### src/rtl/sa_inst_issue_if.sv
// rtl/sa_inst_issue_if.sv - instruction word type and host/issue handshake interface for sa_inst_issue
package sa_inst_pkg;
  typedef logic [31:0] sa_inst_t;
endpackage

interface sa_inst_issue_if;
  import sa_inst_pkg::*;

  logic     hvalid;
  logic     hready;
  sa_inst_t hinst;
  sa_inst_t inst;
  logic     iavail;
  logic     ird;

  // slave is the queue; master is the host producer plus the vinst_ctl consumer
  modport slave (input hvalid, hinst, ird, output hready, inst, iavail);
  modport master(output hvalid, hinst, ird, input hready, inst, iavail);
endinterface

### src/rtl/sa_inst_issue.sv
// rtl/sa_inst_issue.sv - flow-controlled instruction issue queue feeding vinst_ctl
// Optional zero-latency empty-queue bypass enabled by defining LAP_ISSUE_BYPASS_EN.
module sa_inst_issue
  import sa_inst_pkg::*;
#(
  parameter  int DEPTH = 8,
  localparam int LW    = $clog2(DEPTH + 1),
  localparam int PW    = $clog2(DEPTH)
) (
  input  logic              clk,
  input  logic              reset,
  input  logic              flush,
  sa_inst_issue_if.slave    io,
  output logic [LW-1:0]     level,
  output logic [31:0]       icount
);

  sa_inst_t      mem [DEPTH];
  logic [PW-1:0] wp;
  logic [PW-1:0] rp;
  logic [LW-1:0] cnt;

  logic byp;
  logic push;
  logic pop;
  logic pop_mem;

`ifdef LAP_ISSUE_BYPASS_EN
  assign byp = (cnt == '0) && io.hvalid && !flush;
`else
  assign byp = 1'b0;
`endif

  assign io.hready = !flush && (cnt != LW'(DEPTH));

  always_comb begin
    io.iavail = (cnt != '0);
    io.inst   = mem[rp];
    if (byp) begin
      io.iavail = 1'b1;
      io.inst   = io.hinst;
    end
  end

  // A bypassed word that is taken immediately never touches the array
  assign push    = io.hvalid && io.hready && !(byp && io.ird);
  assign pop     = io.iavail && io.ird && !flush;
  assign pop_mem = pop && !byp;

  assign level = cnt;

  always_ff @(posedge clk) begin
    if (push) begin
      mem[wp] <= io.hinst;
    end
  end

  always_ff @(posedge clk or negedge reset) begin
    if (!reset) begin
      wp     <= '0;
      rp     <= '0;
      cnt    <= '0;
      icount <= '0;
    end else if (flush) begin
      wp     <= '0;
      rp     <= '0;
      cnt    <= '0;
      icount <= '0;
    end else begin
      if (push) begin
        wp <= wp + 1'b1;
      end
      if (pop_mem) begin
        rp <= rp + 1'b1;
      end
      if (pop) begin
        icount <= icount + 32'd1;
      end
      if (push && !pop_mem) begin
        cnt <= cnt + 1'b1;
      end else if (pop_mem && !push) begin
        cnt <= cnt - 1'b1;
      end
    end
  end

endmodule

### src/flat_wrapper.sv
// flat-port wrapper written by rule: the top's interface ports become plain ports
module sa_inst_issue_flat import sa_inst_pkg::*;
#(
  parameter  int DEPTH = 8,
  localparam int LW    = $clog2(DEPTH + 1),
  localparam int PW    = $clog2(DEPTH)
)
  (clk, reset, flush, level, icount, io_hvalid, io_hinst, io_ird, io_hready, io_inst, io_iavail);
  sa_inst_issue_if io_i ();
  input  logic clk;
  input  logic reset;
  input  logic flush;
  output logic [LW-1:0] level;
  output logic [31:0] icount;
  input wire logic [$bits(io_i.hvalid)-1:0] io_hvalid;
  input wire logic [$bits(io_i.hinst)-1:0] io_hinst;
  input wire logic [$bits(io_i.ird)-1:0] io_ird;
  output wire logic [$bits(io_i.hready)-1:0] io_hready;
  output wire logic [$bits(io_i.inst)-1:0] io_inst;
  output wire logic [$bits(io_i.iavail)-1:0] io_iavail;
  assign io_i.hvalid = io_hvalid;
  assign io_i.hinst = io_hinst;
  assign io_i.ird = io_ird;
  assign io_hready = io_i.hready;
  assign io_inst = io_i.inst;
  assign io_iavail = io_i.iavail;
  sa_inst_issue #(.DEPTH(DEPTH)) u_core (.clk(clk), .reset(reset), .flush(flush), .io(io_i), .level(level), .icount(icount));
endmodule
### config.mk
export PLATFORM = sky130hd
export DESIGN_NAME = sa_inst_issue_flat
export DESIGN_NICKNAME = d
export VERILOG_FILES = /design/src/rtl/sa_inst_issue_if.sv /design/src/rtl/sa_inst_issue.sv /design/src/flat_wrapper.sv
export SDC_FILE = /design/constraint.sdc
export NUM_CORES = 1
export LEC_CHECK = 0
export ABC_AREA = 1
export BUFFER_PORTS_ARGS = -buffer_cell sky130_fd_sc_hd__buf_2
export CAP_MARGIN = 15
export CORE_MARGIN = 2
export CORE_UTILIZATION = 40
export CTS_BUF_LIST = sky130_fd_sc_hd__clkbuf_4 sky130_fd_sc_hd__clkbuf_8
export CTS_CLUSTER_DIAMETER = 100
export DETAILED_ROUTE_END_ITERATION = 10
export GPL_TIMING_DRIVEN = 0
export PLACE_DENSITY = 0.63
export SLEW_MARGIN = 20
export SYNTH_ARGS = -nofsm -noshare
export SYNTH_HDL_FRONTEND = slang
export SYNTH_SLANG_ARGS = --single-unit
### constraint.sdc
create_clock -name clk -period 3.5 [get_ports clk]
set_input_delay 1.05 -clock clk [delete_from_list [all_inputs] [get_ports clk]]
set_output_delay 1.05 -clock clk [all_outputs]
set_load 0.005 [all_outputs]
==> flow_summary.yaml <==
cts:
  cts_max_level: 2
  tritoncts: "built"
  cts.repair_timing.setup_buffer_count: 0
  clock-sinks: 298
  cts-hold-fix-buffers: 0
  clock_path_buffers: 3
  numCtsBuffers: 50
  cts_root_buffer: "clkbuf_8"
  clock_latency_ps: 590
  clkTransAtPathRegs_ps: 60
sta:
  finalSetupTns_ps: 0
  finalHoldViolCount: 0
  period_share_pct: 96.6
  final.setup_skew_ps: 30.8
  fin_worst_hold_slack_ps: 360
  highest_achievable_clock_rate_mhz: 296
  finalWorstPathRequiredPeriod_ps: 3380
  final_setup_vio_count: 0
  timing.max_slew.rel_slack_pct: 53.5
  final.setup.worst_slack_ps: 119
  worstMarginPinSlew_ps: 696
  final-max-slew-violation-count: 0
  rsz0062_at_grt: "yes"
logic_synthesis:
  synthesis.nets: 1156
  synth_area_leaders: "edfxtp_1, dfrtp_1, nor2_1, nand2_1, o32ai_1"
  syn_avg_cell_area_um2: 11.3
  synth.yosys.seq_area_share_pct: 69.4
  number_of_enable_flip_flop_cells_after_synthesis: 256
  synth_cells: 1113
  synth.cells.most_frequent: "edfxtp_1, nor2_1, nand2_1"
  yosysWarningCount: 0
  synthArstFlopShare_pct: 14.1
  synth_top_area_cell: "edfxtp_1"
  synth_cell_type_count: 38
  postSynthRegisterBits: 298
  ys.flop_type: "edfxtp_1"
  post-synth-top-count-cell: "edfxtp_1"
  share_of_the_synthesized_area_in_the_top_cell_type_pct: 61.0
  synth_area_um2: 12600
floorplanning:
  die-height_um: 181
  floorplan.die.width_um: 181
  design.die.area_um2: 32900
  i_o_pin_cnt: 107
  core_area_um2: 30800
  fp-row-count: 64
  effective_utilization_at_floorplan_pct: 40.9
power_and_ir_drop:
  pwr_density_cell_nw_per_um2: 611
  max-vdd-ir-drop_v: 0.000320
  reported_leakage_power_nw: 5.62
global_route:
  grt_first_pass_wirelength_um: 49400
  groute.usage.overall_pct: 19.4
  initial_antenna_violation_count: 1
  vias_in_the_first_global_route: 8723
  largest_net_degree_at_the_start_of_global_routing: 43
  globalRouteOverflowTotal: 0
finish:
  syn2layout_area_growth_pct: 19.0
  number_of_nets_in_the_layout: 1323
  finalInstanceArea_um2: 15000
  drive_above_1_share_pct: 20.2
  num-fill-cells: 2741
  final_cells: 1716
  antenna-diode-count: 0
place:
  placement.io_buffers: 105
  post-place-cells: 1623
  gp_congestion: 0.840
  post-dp-hpwl_um: 20700
  placed_cell_area_um2: 13900
  preCtsSetupSlack_ps: 366
setup_path:
  cp_data_required_time_ps: 2450
  ff2ff_path_depth: 8
  timing.critical_path.fanout_max: 10
  crit_path_end_kind: "primary output"
  timing_worst_setup_path_type: "register to primary output"
  regToRegEndpoint: "u_core.mem[0][20]"
  cp-start-kind: "register"
  crit-reg2reg-launch: "u_core.level[3]"
  rrSetupSlack_ps: 1110
  cp_data_arrival_time_ps: 2330
route:
  router_iterations_before_antenna_repair: 5
  detail_route.drc_violations: 0
  via_count: 8995
  antenna_viol_nets_final: 0
  average_vias_per_placed_instance: 5.24
  routed_wl_um: 32100
  first_iter_violations: 787
  post_drt_wl_per_cell_um: 18.7
run:
  maxCapViolCount: 0
hold_path:
  worst_hold_path_type: "primary input to async pin"
outcome:
  status: "finished clean"
==> final cells by class <==
type                            instances  area [um2]  area share (%)
Timing Repair Buffer                  115         771            5.14
Multi-Input combinational cell        704        3450            23.0
Clock buffer                           64         793            5.29
Tap cell                              396         495            3.31
Clock inverter                         28         195            1.30
Sequential cell                       298        8740            58.3
Inverter                               57         215            1.44
Buffer                                 54         328            2.19
==> cells by family after synthesis <==
group | count (synthesis) | synth area share (%)
simple gates | 524 | 17.1
xor+xnor | 2 | 0.139
compound gates | 172 | 8.89
flops | 298 | 69.4
fa+ha+maj | 6 | 0.655
buf+inv | 111 | 3.84
==> per-layer routing <==
layer | share of wire, % | GRT usage [%]
met2 | 48 | 32.0
met1 | 44 | 26.4
met5 | 0.050 | 0
met4 | 2.1 | 5.76
met3 | 6.2 | 3.39
==> metrics by stage <==
step	power (W)	utilization (%)
floorplan	0.00531	-
global placement	0.00607	44.2
detailed placement	0.00612	45.1
CTS	0.00918	48.4
global route	0.00960	48.6
finish	0.00915	48.6
==> report_power, final <==
part	switching, W	internal [W]	leakage (nW)
Sequential	0.0000712	0.00399	2.89
Combinational	0.00130	0.000729	2.21
Clock	0.00142	0.00165	0.518
==> critical path: stages, from the launching register on <==
cell,delay (ps)
dfrtp_1,470
buf_2,300
clkbuf_2,340
o21ai_0,170
o32ai_1,160
nand2_1,100
nand2_1,90
buf_2,110
==> sequential cells by signal, summed over array words and instances (netlist names) <==
name / count
u_core.mem: 256
u_core.rp: 3
u_core.level: 4
u_core.wp: 3
u_core.icount: 32
==> layout by cell type (no fill, tap or decap), types with 3 or more instances in the layout <==
cell type    n
dfrtp_1     41
clkbuf_8    50
nand3_1     26
buf_16       6
ha_1         5
o21ai_1      5
edfxtp_1   256
nand2_2      5
nand4_1     13
nand2_1    202
buf_12       5
buf_1        3
clkinv_2     5
nor3_1       5
buf_6        6
inv_1       52
clkbuf_4    18
o21ai_0     80
clkbuf_2    12
nor2_2       6
a21oi_1     15
inv_2        4
buf_2      120
buf_4        4
clkbuf_1     9
o32ai_1     62
clkinv_1    19
nor2_1     247
nor2_4      11
==> what timing repair did <==
item / in CTS / in global routing
endpoints found under the hold margin: 0 / 0
resized for setup: 10 / 30
setup endpoints to repair: 32 / 32
==> worst max path at each step <==
stage                  from                 to  slack (ps)  depth (start not counted)
6_report       u_core.rp[1]        io_inst[13]         120                          7
5_1_grt        u_core.rp[0]        io_inst[25]         -20                          9
4_1_cts        u_core.rp[0]        io_inst[28]         -20                          8
3_5_place_dp          flush  u_core.mem[0][12]         370                          7
3_3_place_gp          flush  u_core.mem[5][12]       -1460                          6
2_1_floorplan         flush   u_core.mem[0][0]          60                          6
Power figures use the tool's default switching activity.
